[src/rtl/v_hier_defs.sv]
// Shared definitions for the serial driver: FSM encodings and counter widths.
package v_hier_defs;

    typedef enum logic [1:0] {
        ST_IDLE  = 2'd0,
        ST_SHIFT = 2'd1,
        ST_GAP   = 2'd2
    } state_e;

    localparam int GAP_CW = 4;

    function automatic int cnt_width(input int w);
        return (w > 1) ? $clog2(w) : 1;
    endfunction

endpackage

[src/rtl/v_hier_fifo2.sv]
// Two-entry register FIFO; push when full and pop when empty are ignored.
module v_hier_fifo2 #(
    parameter int WIDTH = 8
) (
    input  logic             clk,
    input  logic             reset,
    input  logic             push,
    input  logic             pop,
    input  logic [WIDTH-1:0] din,
    output logic [WIDTH-1:0] dout,
    output logic [1:0]       count
);

    logic [WIDTH-1:0] mem_q [2];
    logic             wr_ptr_q;
    logic             rd_ptr_q;
    logic [1:0]       count_q;
    logic             push_ok;
    logic             pop_ok;

    assign push_ok = push && (count_q != 2'd2);
    assign pop_ok  = pop && (count_q != 2'd0);

    always_ff @(posedge clk) begin
        if (reset) begin
            wr_ptr_q <= 1'b0;
            rd_ptr_q <= 1'b0;
            count_q  <= 2'd0;
        end else begin
            if (push_ok) wr_ptr_q <= ~wr_ptr_q;
            if (pop_ok)  rd_ptr_q <= ~rd_ptr_q;
            case ({push_ok, pop_ok})
                2'b10:   count_q <= count_q + 2'd1;
                2'b01:   count_q <= count_q - 2'd1;
                default: count_q <= count_q;
            endcase
        end
    end

    // Storage needs no reset; only the pointers and count define validity.
    always_ff @(posedge clk) begin
        if (push_ok) mem_q[wr_ptr_q] <= din;
    end

    assign dout  = mem_q[rd_ptr_q];
    assign count = count_q;

endmodule

[src/rtl/v_hier_serdrv.sv]
// Parallel-to-serial driver feeding the 1-bit signed leaf stage, with a
// two-word input buffer and a programmable idle gap between words.
module v_hier_serdrv
    import v_hier_defs::*;
#(
    parameter int WIDTH     = 8,
    parameter int MSB_FIRST = 0,
    parameter int GAP       = 1
) (
    input  logic                    clk,
    input  logic                    reset,
    input  logic                    in_valid,
    output logic                    in_ready,
    input  logic signed [WIDTH-1:0] in_data,
    output logic                    a_out,
    output logic                    frame,
    output logic                    last,
    output logic                    busy
);

    localparam int CW = cnt_width(WIDTH);

    state_e            state_q, state_d;
    logic [CW-1:0]     bit_cnt_q, bit_cnt_d;
    logic [GAP_CW-1:0] gap_cnt_q, gap_cnt_d;
    logic [WIDTH-1:0]  shreg_q, shreg_d;
    logic              a_out_q, a_out_d;
    logic              frame_q, frame_d;
    logic              last_q, last_d;

    logic [1:0]        fifo_count;
    logic [WIDTH-1:0]  fifo_dout;
    logic              fifo_push;
    logic              fifo_pop;
    logic              fifo_nempty;

    assign in_ready    = !reset && (fifo_count != 2'd2);
    assign fifo_push   = in_valid && in_ready;
    assign fifo_nempty = (fifo_count != 2'd0);

    v_hier_fifo2 #(
        .WIDTH(WIDTH)
    ) u_fifo (
        .clk  (clk),
        .reset(reset),
        .push (fifo_push),
        .pop  (fifo_pop),
        .din  (in_data),
        .dout (fifo_dout),
        .count(fifo_count)
    );

    always_ff @(posedge clk) begin
        if (reset) begin
            state_q   <= ST_IDLE;
            bit_cnt_q <= '0;
            gap_cnt_q <= '0;
            shreg_q   <= '0;
            a_out_q   <= 1'b0;
            frame_q   <= 1'b0;
            last_q    <= 1'b0;
        end else begin
            state_q   <= state_d;
            bit_cnt_q <= bit_cnt_d;
            gap_cnt_q <= gap_cnt_d;
            shreg_q   <= shreg_d;
            a_out_q   <= a_out_d;
            frame_q   <= frame_d;
            last_q    <= last_d;
        end
    end

    always_comb begin
        state_d   = state_q;
        bit_cnt_d = bit_cnt_q;
        gap_cnt_d = gap_cnt_q;
        shreg_d   = shreg_q;
        fifo_pop  = 1'b0;
        unique case (state_q)
            ST_IDLE: begin
                if (fifo_nempty) begin
                    fifo_pop  = 1'b1;
                    shreg_d   = fifo_dout;
                    bit_cnt_d = CW'(WIDTH - 1);
                    state_d   = ST_SHIFT;
                end
            end
            ST_SHIFT: begin
                shreg_d = (MSB_FIRST != 0) ? (shreg_q << 1) : (shreg_q >> 1);
                if (bit_cnt_q != '0) begin
                    bit_cnt_d = bit_cnt_q - CW'(1);
                end else if (GAP > 0) begin
                    gap_cnt_d = GAP_CW'(GAP - 1);
                    state_d   = ST_GAP;
                end else if (fifo_nempty) begin
                    // Zero gap: reload in place so words run without a bubble.
                    fifo_pop  = 1'b1;
                    shreg_d   = fifo_dout;
                    bit_cnt_d = CW'(WIDTH - 1);
                end else begin
                    state_d = ST_IDLE;
                end
            end
            ST_GAP: begin
                if (gap_cnt_q != '0) begin
                    gap_cnt_d = gap_cnt_q - GAP_CW'(1);
                end else if (fifo_nempty) begin
                    fifo_pop  = 1'b1;
                    shreg_d   = fifo_dout;
                    bit_cnt_d = CW'(WIDTH - 1);
                    state_d   = ST_SHIFT;
                end else begin
                    state_d = ST_IDLE;
                end
            end
            default: state_d = ST_IDLE;
        endcase
    end

    // Serial outputs are computed from next-state values so they can be
    // registered without adding a cycle of latency.
    always_comb begin
        a_out_d = 1'b0;
        frame_d = 1'b0;
        last_d  = 1'b0;
        if (state_d == ST_SHIFT) begin
            frame_d = 1'b1;
            last_d  = (bit_cnt_d == '0);
            a_out_d = (MSB_FIRST != 0) ? shreg_d[WIDTH-1] : shreg_d[0];
        end
    end

    assign a_out = a_out_q;
    assign frame = frame_q;
    assign last  = last_q;
    assign busy  = (state_q != ST_IDLE) || (fifo_count != 2'd0);

endmodule

[config.mk]
export PLATFORM = sky130hd
export DESIGN_NAME = v_hier_serdrv
export DESIGN_NICKNAME = d
export VERILOG_FILES = /design/src/rtl/v_hier_defs.sv /design/src/rtl/v_hier_fifo2.sv /design/src/rtl/v_hier_serdrv.sv
export SDC_FILE = /design/constraint.sdc
export NUM_CORES = 1
export LEC_CHECK = 0
export CAP_MARGIN = 20
export CORE_UTILIZATION = 52
export DETAILED_ROUTE_END_ITERATION = 12
export PLACE_DENSITY = 0.73
export SLEW_MARGIN = 25
export SYNTH_ARGS = -nofsm -noshare
export SYNTH_HDL_FRONTEND = slang
export SYNTH_SLANG_ARGS = --single-unit
export TNS_END_PERCENT = 1
[constraint.sdc]
create_clock -name clk -period 2.4 [get_ports clk]
set_input_delay 0.48 -clock clk [delete_from_list [all_inputs] [get_ports clk]]
set_output_delay 0.48 -clock clk [all_outputs]
set_load 0.005 [all_outputs]
# --- Word-level counts from Yosys, hierarchy flattened ---
# Memories as Yosys holds them, arrays and structs flattened. A register that Yosys moved wholly into a read port is not among the register bits.
# Index checks and enable logic that the tools add are counted.
totals:
  ff_bits: 24
  mem_bits_rw: 16
  mem_count: 1
  input_bits: 11
  output_inout_bits: 5
op_classes:
  n_reduce_logical: 18
  eq_ne: 9
  bitwise_logic: 3
  add_sub_neg: 4
  mux: 24
memory_table:
  columns: ["memory", "depth", "word_bits", "rd", "rd_clocked_by_memory_dff", "write_ports", "line_no", "source"]
  rows:
  - ["u_fifo.mem_q", 2, 8, 1, 1, 1, "v_hier_fifo2.sv:14", "logic [WIDTH-1:0] mem_q [2];"]
ops:
  columns: ["operator", "count"]
  rows:
  - ["case mux 8 bit (3 select lines)", 1]
  - ["2-to-1 mux 8 bit", 2]
  - ["2-to-1 mux 3 bit", 3]
  - ["case mux 3 bit (3 select lines)", 1]
  - ["2-to-1 mux 1 bit", 8]
  - ["2-to-1 mux 4 bit", 2]
  - ["inequality test 2 bit (second input constant)", 4]
  - ["case mux 4 bit (2 select lines)", 1]
  - ["nonzero test 2 bit", 4]
  - ["equality test 2 x 1 -> 1 bit (second input constant)", 3]
  - ["2-to-1 mux 2 bit", 3]
  - ["case mux 2 bit (3 select lines)", 1]
  - ["nonzero test 3 bit", 2]
  - ["equality test 2 bit (second input constant)", 2]
  - ["logical AND 1 bit", 4]
  - ["case mux 2 bit (2 select lines)", 1]
  - ["nonzero test 4 bit", 1]
  - ["subtractor 4 x 1 -> 4 bit (second input constant)", 1]
  - ["logical NOT 3 bit", 1]
  - ["NOT 1 bit", 3]
  - ["AND reduction 3 bit", 1]
  - ["subtractor 3 x 1 -> 3 bit (second input constant)", 1]
  - ["adder 2 x 1 -> 2 bit (second input constant)", 1]
  - ["logical NOT 2 bit", 1]
  - ["other kinds (6)", 6]

# --- Logic depth before layout (Yosys ltp) ---
# Gate-level depths: netlist (run 1).
depth:
  ltp_word: 7
  depth_mapped: 9

# --- By module ---
# From an unflattened synthesis (run 1), not the netlist that was laid out.
hier_totals:
  hier_cells: 169
  hier_area_um2: 1890.6
by_module_without_submodules:
  columns: ["mod", "instances", "cells_per_inst", "seq_area_each_um2", "area_per_inst_um2"]
  rows:
  - ["v_hier_serdrv", 1, 120, 400.4, 1102.3]
  - ["v_hier_fifo2", 1, 49, 580.6, 788.3]

# --- Least setup slack after synthesis (run 1) ---
# OpenSTA, ideal clock, no wires.
synth_path:
  kind: "register to register"
  from: "register state_q[0]"
  to: "register u_fifo.count_q[1] (netlist: u_fifo.count[1])"
  path_slack_ns: 0.303
  stages_incl_launch_ff: 9
  setup_ns: 0.071
  arrival_ns: 2.026
  n_path_buf: 0
  cell_sequence: "dfxtp_1 inv_1 ha_1 and4bb_2 o21ai_2 inv_1 ha_1 or3_1 a21oi_1"
synth_between:
  elab_chain_cells: 5
  elab_cells_between_ends: 8
  cone_classes: "3 x eq/ne; 2 x mux; 3 x reduce/logical"
synth_rtl:
  columns: ["item", "line_no", "source"]
  rows:
  - ["from (decl)", "v_hier_serdrv.sv:23", "state_e state_q, state_d;"]
  - ["from (signal assigned)", "v_hier_serdrv.sv:63", "state_q <= state_d;"]
  - ["equality test 2 bit / logical NOT 2 bit (equally long branches)", "v_hier_serdrv.sv:79", "unique case (state_q)"]
  - ["case mux 1 bit (2 select lines) (*)", "v_hier_serdrv.sv:79", null]
  - ["logical AND 1 bit (*)", "v_hier_fifo2.sv:22", "assign pop_ok = pop && (count_q != 2'd0);"]
  - ["named net u_fifo.pop_ok", "v_hier_fifo2.sv:19", "logic pop_ok;"]
  - ["equality test 2 x 1 -> 1 bit / equality test 2 bit (equally long branches)", "v_hier_fifo2.sv:32", "case ({push_ok, pop_ok})"]
  - ["case mux 2 bit (2 select lines) / nonzero test 2 bit (equally long branches)", null, null]
  - ["to (signal assigned)", "v_hier_fifo2.sv:33", "2'b10: count_q <= count_q + 2'd1;"]
  - ["to (signal assigned)", "v_hier_fifo2.sv:34", "2'b01: count_q <= count_q - 2'd1;"]
  - ["to (signal assigned)", "v_hier_fifo2.sv:35", "default: count_q <= count_q;"]
  - ["to (decl)", "v_hier_fifo2.sv:17", "logic [1:0] count_q;"]
# The timed path passes the listed nets; every way through them passes the cells marked *.
# A chain may end at the register's enable or synchronous reset.

# --- Worst setup path in the final report (run 1) ---
layout_path:
  from: "register state_q[0]"
  to: "output busy"
layout_between:
  elab_chain_cells: 2
layout_rtl:
  columns: ["item", "line_no", "source"]
  rows:
  - ["nonzero test 2 bit", "v_hier_serdrv.sv:136", "assign busy = (state_q != ST_IDLE) || (fifo_count != 2'd0);"]
  - ["logical OR 1 bit", "v_hier_serdrv.sv:136", null]
  - ["to (decl)", "v_hier_serdrv.sv:18", "output logic busy"]
# Every way passes these cells.

==> results.md, run 1 <==
- Height of the die: ~62 um
- Post-synthesis cell type count: 39
- Fraction of final layout cells sized beyond drive strength 1: 11.7%
- Top cells by area, synth: sky130_fd_sc_hd__dfxtp_1 26%, sky130_fd_sc_hd__edfxtp_1 25%, sky130_fd_sc_hd__ha_1 5.9%
- Synth Warn #: 0
- Worst hold slack: 0.519 ns
- Post-route insts no fill: 251
- Clock Pin Slew Worst Setup and Hold Paths: about 0.12 ns
- Final sum of negative setup slack: 0 ns
- Residual DRC: 0
- Leakage component of the power: ~0.00083 uW
- Placed cell count: about 240
- Skew-Pair Late Insertion Delay: 0.35 ns
- Maximum achievable frequency: 455 MHz
- Average size of a mapped cell: 10.3 um2
- Final critical-path setup slack: roughly 0.20 ns
- Crit share post-route: 91.5%
- Post-CTS sizing: 0
- Clock period minus final worst setup slack: 2.20 ns
- Global-route wire length before repair: 5920 um
- # H-tree levels: 2
- Count of final setup violators: 0
- Data arrival time of the critical path: 1.72 ns
- Buffers from clock root to sink, at most: 2
- Final-stage net count: 224
- RSZ-0062 raised after global routing: false
- Slew Viols, Final: 0
- Overall die width: 62.4 um
- Seq/Total Area, Yosys: about 52%
- Reg power frac: 35.6%
- Number of DRC violations after detailed-routing iteration 0: 66
- Number of inserted diodes: 0
- Routability congestion estimate from global placement: 0.780
- Clock network fraction of design power: 18.1%
- Switching share of power: 37.7%
- Detailed-route vias per instance: 5.61
- Std cell rows: 21
- Internal: ~1900 uW
- CTS Root Cell: sky130_fd_sc_hd__clkbuf_4
- Switching component of the power: 1130 uW
- Number of CTS-inserted buffers: 5
- Vias in the first global route: 1372
- Element type at the critical path end: output port
- Antenna Nets Post-Route: 0
- Number of maximum-capacitance violations: 0
- Number of hold buffers added after cts: 0
- Worst min-delay path category: reg2reg
- Max-slew headroom at the worst pin: 60.2%
- Slew @ Worst Pin: 0.597 ns
- CP Class: reg2out
- Synthesized netlist cell count: ~190
- Hold Fails Final Rpt: 0
- Maximum fanout count along the critical path: 6
- Routed wire length: about 3400 um
- Number of antenna violations at the first check in global routing: 0
- Worst Clk Skew: approximately 0.010 ns
- Area Overhead vs Synth: 16.7%
- Syn Std Cell Area: 1900 um2
- Largest net degree at the start of global routing: 21
- Clock net sink count: between 40 and 50
- Seq cells post-synth: 41
- First drt pass iteration count: 4
- Proportion of power drawn by combinational gates: between 40% and 50%
- Worst Path Required: 1.92 ns
- DIE AREA: 3900 um2
- Initial Util: 55.6%
- Areal power density over the cells: 1360 nW/um2
- Peak ir drop on the vdd network: 0.634 mV
- Detailed placement HPWL: 2480 um
- Top cell type's share of synthesized area: 26.4%
- Vias: 1409
- Top-level I/O count: 16
- GR Overflow Total: 0
- Per-cell routed wire length: 13.5 um
- Placeable core area: 3420 um2
- Cell taking the most area after synthesis: sky130_fd_sc_hd__dfxtp_1
- TritonCTS clock tree: yes
- Total routing resource utilization after global routing: 19.1%
- Input/output buffers: 15
- Startpoint types: register
- Result of the run: complete, no violations
- Setup Slack @ Placement: 0.184 ns
- Buffers inserted during post-CTS setup optimization: 0
- Total nets after synthesis: between 200 and 250
-- synthesized netlist by cell type (all sizes together) --
cell and number:
a22oi 1, buf 4, and3 1, or2 3, nor4b 2, nor2 20, and2 2, o211a 1
or3b 1, nand2 7, and4bb 1, a31oi 8, nor2b 2, clkbuf 5, edfxtp 16, mux2i 8
a21o 1, ha 9, nand3 2, nand2b 1, inv 9, o21ai 11, nand3b 2, a2111oi 1
or3 3, xnor2 2, nor3 10, nor4 2, a211oi 4, a221oi 1, xor2 5, a21oi 13
nand4 1, dfxtp 25, o31a 1
-- worst max-delay path, cell delays in order, from the launching register on --
cell and delay [ns]:
sky130_fd_sc_hd__dfxtp_1 0.40, sky130_fd_sc_hd__inv_1 0.10, sky130_fd_sc_hd__ha_1 0.29, sky130_fd_sc_hd__nand2_1 0.09, sky130_fd_sc_hd__clkdlybuf4s50_1 0.50
-- stage by stage --
stage,util (%),power (uW),instance area [um2]
after floorplan,-,2110,1900
after global placement,61.9,2400,2110
after detailed placement,61.9,2470,2110
after CTS,64.9,3020,2220
after global routing,64.9,3240,2220
final,64.9,3000,2220
-- flip-flops by register name (all words and copies together) (netlist names), named ones only --
register / count
shreg_q: 8
gap_cnt_q: 4
u_fifo.count: 2
bit_cnt_q: 3
u_fifo.mem_q: 16
u_fifo.rd_ptr_q: 1
a_out: 1
frame: 1
state_q: 2
u_fifo.wr_ptr_q: 1
last: 1
-- worst paths after layout --
path | start | to | slack, ns | cells after the start
worst max-delay path | state_q[0] | busy | 0.20 | 4
worst min-delay path | shreg_q[3] | shreg_q[3] | 0.52 | 2
worst max register to register | state_q[0] | u_fifo.count[1] | 0.28 | 8
worst min register to register | shreg_q[3] | shreg_q[3] | 0.52 | 2
-- per-layer routing --
metal  global-route usage [%]  vias up  share of wire, %
li1                         -      707                 -
met1                     22.4      672                45
met2                     33.3       28                50
met3                     5.47        2               3.9
met4                     6.40        0              0.56
met5                        0        -                 0
-- power by group through the flow --
| stage | Clock, uW | Combinational (uW) | Sequential [uW] |
|---|---|---|---|
| floorplan | 0 | 1070 | 1040 |
| global placement | 0 | 1330 | 1070 |
| detailed placement | 0 | 1380 | 1080 |
| CTS | 554 | 1390 | 1070 |
| global route | 587 | 1560 | 1090 |
| finish | 544 | 1390 | 1070 |
-- cell type report --
type,count,area [um2]
Fill cell,274,1200
Sequential cell,41,981
Multi-Input combinational cell,126,846
Timing Repair Buffer,21,195
Clock inverter,3,65.1
Tap cell,46,57.6
Clock buffer,5,37.5
Inverter,9,33.8
-- layout by cell type, fill, tap and decap left out, types with 2 or more instances in the layout --
| cell type | count |
|---|---|
| sky130_fd_sc_hd__nor4_2 | 2 |
| sky130_fd_sc_hd__or2_2 | 3 |
| sky130_fd_sc_hd__a211oi_2 | 2 |
| sky130_fd_sc_hd__nand3b_1 | 2 |
| sky130_fd_sc_hd__bufinv_16 | 2 |
| sky130_fd_sc_hd__clkbuf_4 | 5 |
| sky130_fd_sc_hd__mux2i_1 | 8 |
| sky130_fd_sc_hd__xnor2_1 | 2 |
| sky130_fd_sc_hd__buf_4 | 6 |
| sky130_fd_sc_hd__a21oi_1 | 12 |
| sky130_fd_sc_hd__nor2_1 | 20 |
| sky130_fd_sc_hd__xor2_1 | 5 |
| sky130_fd_sc_hd__edfxtp_1 | 16 |
| sky130_fd_sc_hd__nand3_1 | 2 |
| sky130_fd_sc_hd__dfxtp_1 | 25 |
| sky130_fd_sc_hd__a31oi_1 | 8 |
| sky130_fd_sc_hd__nor4b_1 | 2 |
| sky130_fd_sc_hd__nor3_1 | 10 |
| sky130_fd_sc_hd__or3_1 | 3 |
| sky130_fd_sc_hd__clkdlybuf4s50_1 | 15 |
| sky130_fd_sc_hd__o21ai_0 | 10 |
| sky130_fd_sc_hd__nand2_1 | 7 |
| sky130_fd_sc_hd__ha_1 | 9 |
| sky130_fd_sc_hd__nor2b_1 | 2 |
| sky130_fd_sc_hd__inv_1 | 9 |
| sky130_fd_sc_hd__a211oi_1 | 2 |
| sky130_fd_sc_hd__and2_1 | 2 |
-- cell families (layout without fill, tap and decap cells) --
kind of cell	Yosys count	in the layout	synth area share (%)
compound gates	42	42	14.2
xor+xnor	7	7	3.23
fa+ha+maj	9	9	5.93
buf+inv	18	38	3.76
flops	41	41	51.7
mux	8	8	4.22
simple gates	60	60	16.9
(Power assumes the default switching activity.)
==> inputs of run 2 (changes only) <==
Settings changed: CELL_PAD_IN_SITES_DETAIL_PLACEMENT set to 1, CELL_PAD_IN_SITES_GLOBAL_PLACEMENT set to 1, CORE_UTILIZATION 52 to 45, PLACE_DENSITY 0.73 to not set, PLACE_DENSITY_LB_ADDON set to 0.1, SYNTH_HIERARCHICAL set to 1.
==> results.md, run 2 <==
- Result of the run: complete, no violations
- Worst min-delay path category: reg2reg
- Routed wire length: 3820 um (+13%)
- M2 GR Usage: 33.3% (+0.045 points)
- Top cell type's share of synthesized area: 26.5% (+0.10 points)
- Data arrival time of the critical path: 2.49 ns (+0.77 ns)
- Post-Layout Inst Area: 2220 um2 (+0.39%)
- Input/output buffers: 15 (unchanged)
- Biggest registers after layout: u_fifo/mem_q: 16 flops, shreg_q: 8 flops, gap_cnt_q: 4 flops
- Most frequently used flop master after synthesis: sky130_fd_sc_hd__dfxtp_1
- Vias: 1313 (-6.8%)
- DP Area: 2120 um2 (+0.24%)
- R2r startpoint: state_q[0]
- Clock period minus final worst setup slack: 2.27 ns (+0.0743 ns)
- Placeable core area: 4030 um2 (+18%)
- Fraction of final layout cells sized beyond drive strength 1: 16.7% (+5.0 points)
- Top cells by area, synth: sky130_fd_sc_hd__dfxtp_1 26%, sky130_fd_sc_hd__edfxtp_1 25%, sky130_fd_sc_hd__ha_1 6.0%
- Hold Fails Final Rpt: 0 (unchanged)
- Area Overhead vs Synth: 17.7%
- CTS Root Cell: sky130_fd_sc_hd__clkbuf_8
- Number of buffers and inverters on the critical path: 2 (unchanged)
- Seq cells post-synth: 41 (unchanged)
- Count of final setup violators: 0 (unchanged)
- Element type at the critical path end: register
- Worst hold slack: 0.476 ns (-0.0437 ns)
- Residual DRC: 0 (unchanged)
- Max-slew headroom at the worst pin: 62.1% (+1.9 points)
- Largest delay contributor family on the critical path: simple AND/OR/NAND/NOR gates
- Per-cell routed wire length: 15.8 um (+17%)
- RSZ-0062 raised after global routing: false
- Total nets after synthesis: 189 (-7.8%)
- # H-tree levels: 2 (unchanged)
- Detailed-route vias per instance: 5.43 (-3.3%)
- Worst Path Required: 2.62 ns (+0.70 ns)
- Maximum fanout count along the critical path: 7 (+1)
- Sink of the worst hold path: shreg_q[3]
- Slew @ Worst Pin: 0.568 ns (-0.0284 ns)
- Register-to-register setup slack: 0.13 ns (-0.15 ns)
- Post-route insts no fill: 242 (-3.6%)
- Clock Pin Slew Worst Setup and Hold Paths: 0.07 ns (-0.05 ns)
- Final sum of negative setup slack: 0 ns (unchanged)
- Number of hold buffers added after cts: 0 (unchanged)
- Number of inserted diodes: 0 (unchanged)
- Number of maximum-capacitance violations: 0 (unchanged)
- Average size of a mapped cell: 11.2 um2 (+9.0%)
- Leakage component of the power: 0.000814 uW (-1.4%)
- First drt pass iteration count: 6 (+2)
- Detailed placement HPWL: 2930 um (+18%)
- Global-route wire length before repair: 6390 um (+7.9%)
- FF-to-FF path depth: 9 (+1)
- Top-count cell post-synth: sky130_fd_sc_hd__dfxtp_1
- Top-level I/O count: 16 (unchanged)
- Synthesized netlist cell count: 169 (-8.6%)
- CP Launch Point: state_q[0]
- Slowest-stage cell, CP: sky130_fd_sc_hd__or3_1
- Post-synthesis cell type count: 44 (+13%)
- GR Overflow Total: 0 (unchanged)
- Number of CTS-inserted buffers: 5 (unchanged)
- Count of flip-flops with a built-in enable after synthesis: 16 (unchanged)
- Peak per-stage delay on the critical path: 0.36 ns (-0.14 ns)
- Vias in the first global route: 1371 (-0.073%)
- Async set-reset flop share out of synthesis: 0% (unchanged)
- Number of antenna violations at the first check in global routing: 0 (unchanged)
- List of cells traversed by the critical path: inv_1 > ha_1 > and4bb_4 > o21ai_2 > inv_1 > o21a_1 > ha_1 > or3_1 > a21oi_1
- CP Class: reg2reg
- Overall die width: 66.8 um (+7.0%)
- Crit Reg-Reg Endpoint: u_fifo/count[1]
- Slew Viols, Final: 0 (unchanged)
- Std cell rows: 23 (+9.5%)
- Busiest layer in global routing: met2
- Seq/Total Area, Yosys: 51.9% (+0.21 points)
- Number of flip-flops in the largest register: 16 (unchanged)
- Height of the die: 66.8 um (+7.0%)
- Final-stage net count: 211 (-5.8%)
- Routability congestion estimate from global placement: 0.893 (+14%)
- GRT met3 Usage: 7.02% (+1.5 points)
- Worst Hold Depth: 1 (-1)
- TritonCTS clock tree: yes
- Cell taking the most area after synthesis: sky130_fd_sc_hd__dfxtp_1
- Register containing the most flip-flops in the final layout: u_fifo/mem_q
- Initial Util: 46.9% (-8.6 points)
- Areal power density over the cells: 1170 nW/um2 (-14%)
- Worst Clk Skew: 0.00781 ns (-0.00262 ns)
- Met1 track demand over resource in global routing: 23.5% (+1.1 points)
- DIE AREA: 4460 um2 (+15%)
- Worst hold path startpoint: shreg_q[3]
- Largest net degree at the start of global routing: 15 (-29%)
- Placed cell count: 234 (-3.7%)
- Number of DRC violations after detailed-routing iteration 0: 38 (-42%)
- Antenna Nets Post-Route: 0 (unchanged)
- Maximum achievable frequency: 441 MHz (-3.3%)
- Skew-Pair Late Insertion Delay: 0.28 ns (-0.07 ns)
- Buffers inserted during post-CTS setup optimization: 0 (unchanged)
- Synth Warn #: 6 (+6)
- Leading cell type in the layout, fill and taps excluded: sky130_fd_sc_hd__dfxtp_1
- Leading post-synthesis cells by instance count: 25 x sky130_fd_sc_hd__dfxtp_1, 19 x sky130_fd_sc_hd__nor2_1, 16 x sky130_fd_sc_hd__edfxtp_1
- Startpoint types: register
- Total routing resource utilization after global routing: 19.9% (+0.77 points)
- Buffers from clock root to sink, at most: 2 (unchanged)
- Peak ir drop on the vdd network: 0.562 mV (-11%)
- Syn Std Cell Area: 1890 um2 (-0.40%)
- Post-CTS sizing: 0 (unchanged)
- Most used cells in the layout excluding fill and tap cells: 25 x sky130_fd_sc_hd__dfxtp_1, 19 x sky130_fd_sc_hd__nor2_1, 16 x sky130_fd_sc_hd__edfxtp_1
- Clock net sink count: 41 (unchanged)
- Crit share post-route: 94.6% (+3.1 points)
## run 2: cell count changes after synthesis, sizes merged, moves of 5 or more
cell	previous run	this run
a22oi	1	6
o2bb2ai	0	7
a21oi	13	8
o21ai	11	5
a31oi	8	0
mux2	0	8
nor3	10	2
mux2i	8	1
## run 2: worst register-to-register path, stage by stage, from the launching register on
cell and delay, ns:
sky130_fd_sc_hd__dfxtp_1 0.33, sky130_fd_sc_hd__inv_1 0.12, sky130_fd_sc_hd__ha_1 0.34, sky130_fd_sc_hd__and4bb_4 0.33, sky130_fd_sc_hd__o21ai_2 0.07, sky130_fd_sc_hd__inv_1 0.07
sky130_fd_sc_hd__o21a_1 0.17, sky130_fd_sc_hd__ha_1 0.28, sky130_fd_sc_hd__or3_1 0.36, sky130_fd_sc_hd__a21oi_1 0.13
## run 2: layout make-up
cell class,instances,area [um2]
timing repair buffer,20,188
inverter,13,48.8
clock buffer,6,72.6
clock inverter,2,33.8
multi-input combinational,110,838
sequential,41,981
tap,50,62.6
fill,436,1800
## run 2: where the power goes
group	leakage [uW]	switching (uW)	internal (uW)
Combinational	0.000411	598	514
Clock	0.0000528	221	307
Sequential	0.000351	100	864
Total	0.000814	919	1680
## run 2: cells by family (layout without fill, tap and decap cells)
logic type,count (synthesis),in the layout,share of synthesized area (%)
AO/OA/AOI/OAI,40,40,16.9
XOR/XNOR,6,6,2.78
adder cells (fa/ha/maj),9,9,5.96
multiplexers,9,9,5.29
flip-flops,41,41,51.9
AND/OR/NAND/NOR,46,46,13.4
buffers and inverters,18,41,3.77
## run 2: layer usage
metal / part of all wire [%] / vias up
li1: - / 646
met2: 50 / 22
met1: 46 / 643
met3: 3.2 / 2
met5: 0 / -
met4: 0.65 / 0
## run 2: per-stage QoR
stage | utilization [%] | power, uW | setup slack, ns
floorplan | - | 1760 | 0.183
global placement | 52.6 | 2030 | 0.244
detailed placement | 52.6 | 2090 | 0.166
CTS | 55.2 | 2640 | 0.128
global route | 55.2 | 2800 | 0.00336
finish | 55.2 | 2600 | 0.130
## run 2: worst max path at each step
stage	to	cells after the start
2_1_floorplan	u_fifo/count[1]	9
3_3_place_gp	u_fifo/count[1]	7
3_5_place_dp	u_fifo/count[1]	9
4_1_cts	u_fifo/count[1]	9
5_1_grt	u_fifo/count[1]	9
6_report	u_fifo/count[1]	9
==> inputs of run 3 (changes only) <==
Settings changed: HOLD_SLACK_MARGIN set to 0.08.
==> results of run 3 <==
The final DEF is identical to that of run 2; final timing and power are the same.
==> RTL change (config.mk and constraints of run 3) <==
The package constant `GAP_CW` goes from 4 to 8.
--- a/src/rtl/v_hier_defs.sv
+++ b/src/rtl/v_hier_defs.sv
@@ -7,7 +7,7 @@
         ST_GAP   = 2'd2
     } state_e;
 
-    localparam int GAP_CW = 4;
+    localparam int GAP_CW = 8;
 
     function automatic int cnt_width(input int w);
         return (w > 1) ? $clog2(w) : 1;
Behaviour: no difference found for any inputs over 10 cycles, from zero or initial values and one cycle with reset high; that may be too few to reach the edited logic, so the function may still have changed.
==> RTL change against run 3 <==
- routed wire length is 30% higher
- first-iteration DRC count grew to 2.5 times the old value
- clock skew is 0.0020 ns lower
- sequential cell count is 4 higher
- power is 17% higher
- synthesized cell count is 11% higher
- non-clock buffer count is 2 higher
- cell count is 10% higher
- area after synthesis is 7.4% higher
- clock power is 9.1% higher
- final area is 7.6% higher
- setup slack better by 0.045 ns
- highest routed layer unchanged
==> RTL change: results (changes against run 3) <==
metric	value	unit	change
status	finished, final reports clean		
vias in the first global route	1702		+24%
total track usage	22.3	%	+2.4 points
largest net degree at the start of global routing	16		+1
Detail Placement HPWL	3.66	mm	+25%
internal reg-to-reg setup slack	0.19	ns	+0.06 ns
Lkg Pwr	0.851	nW	+4.5%
CTS clk-pin slew, worst paths	0.08	ns	
Post-Synth XOR/XNOR Area	3.45	%	+0.67 points
WHS Endpoint	shreg_q[7]		
PostCTS Resize Cnt	0		unchanged
Hold Path Cell Cnt	2		+1
crit path max fanout	7		unchanged
Worst Setup EP	busy		
ant diodes	0		unchanged
Seq/Total Area, Yosys	52.2	%	+0.36 points
GPL Wtd Cong	0.825		-7.6%
CP max stage delay	0.51	ns	+0.15 ns
Clock Skew	0.00576	ns	-0.00204 ns
r2r startpoint	gap_cnt_q[0]		
Peak VDD IR	571	uV	+1.6%
Tightest Pin Transition	0.523	ns	-0.0451 ns
TritonRoute pass-1 iters	4		-2
Post-synth EDFFs	16		unchanged
Syn Nets	208		+10%
Synth Area in Compound Gates	17.2	%	+0.31 points
Largest regs	u_fifo/mem_q (16), gap_cnt_q (8), shreg_q (8)		
final wirelength	4.97	mm	+30%
first-pass GRT wire length	8.25	mm	+29%
routed vias/inst	5.84		+7.6%
Port Buf Inserts	15		unchanged
Synth area leaders	dfxtp_1 29%, edfxtp_1 24%, ha_1 5.5%		
slowest CP cell	clkdlybuf4s50_1		
delay-heaviest family, CP	buffers and inverters		
portion of netlist area occupied by mux cells	4.44	%	-0.86 points
Adder-Cell Fraction of Synth Area	5.55	%	-0.41 points
fraction of layout cells with a size suffix above 1	14.0	%	-2.7 points
synth unique cells	44		unchanged
internal power	1.86	mW	+10%
fin nets	234		+11%
initial DRC count	96		+150%
post-CTS setup buffers	0		unchanged
FFs w/ async S/R, synth	0	%	unchanged
Worst Setup SP	state_q[0]		
placed inst area	2290	um2	+7.9%
clock latency on the worst-skew pair	0.30	ns	+0.02 ns
Post-synth top cells	29 x dfxtp_1, 18 x nor2_1, 16 x edfxtp_1, 13 x inv_1		
hold_sp	shreg_q[7]		
Arr. time, crit path	1.74	ns	-0.75 ns
-- RTL change: cell types whose count changed after synthesis, sizes merged, moves of 2 or more --
cell,run 3,this run
a22oi,6,9
a31oi,0,2
xor2,3,5
a21oi,8,10
buf,3,1
dfxtp,25,29
nand3,2,5
a211oi,3,0
o31ai,1,3
o22ai,0,2
a221oi,2,0
or4,0,3
nand4,0,3
-- RTL change: cells by family (layout without fill, tap and decap cells) --
| kind of cell | after synthesis | in the layout |
|---|---|---|
| buf+inv | 16 | 43 |
| flops | 45 | 45 |
| compound gates | 47 | 47 |
| mux | 8 | 8 |
| fa+ha+maj | 9 | 9 |
| simple gates | 55 | 55 |
| xor+xnor | 8 | 8 |
-- RTL change: per-layer routing --
layer	up-vias	track usage [%]	share of wire, %
met5	-	0	0
met4	0	9.98	2.1
met3	10	4.65	2.2
met2	20	38.6	52
met1	787	26.6	44
li1	742	-	-
-- RTL change: through the flow --
stage	hold slack (ns)	setup slack (ns)	cells
after floorplan	0.432	0.223	188
after global placement	0.446	0.238	259
after detailed placement	0.455	0.0612	259
after CTS	0.469	0.181	267
after global routing	0.496	0.0449	267
final	0.462	0.175	267
-- RTL change: power by group through the flow --
stage          clock (mW)  combinational, mW  sequential [mW]
6_report            0.576               1.35             1.13
5_1_grt             0.607               1.49             1.15
4_1_cts             0.585               1.35             1.13
3_5_place_dp            0               1.33             1.14
3_3_place_gp            0               1.25             1.12
2_1_floorplan           0              0.937             1.09
-- RTL change: area by class of cell --
type | instances | area, um2
Clock buffer | 6 | 72.6
Clock inverter | 2 | 35.0
Fill cell | 486 | 1960
Inverter | 13 | 48.8
Multi-Input combinational cell | 127 | 908
Sequential cell | 45 | 1060
Tap cell | 52 | 65.1
Timing Repair Buffer | 22 | 203
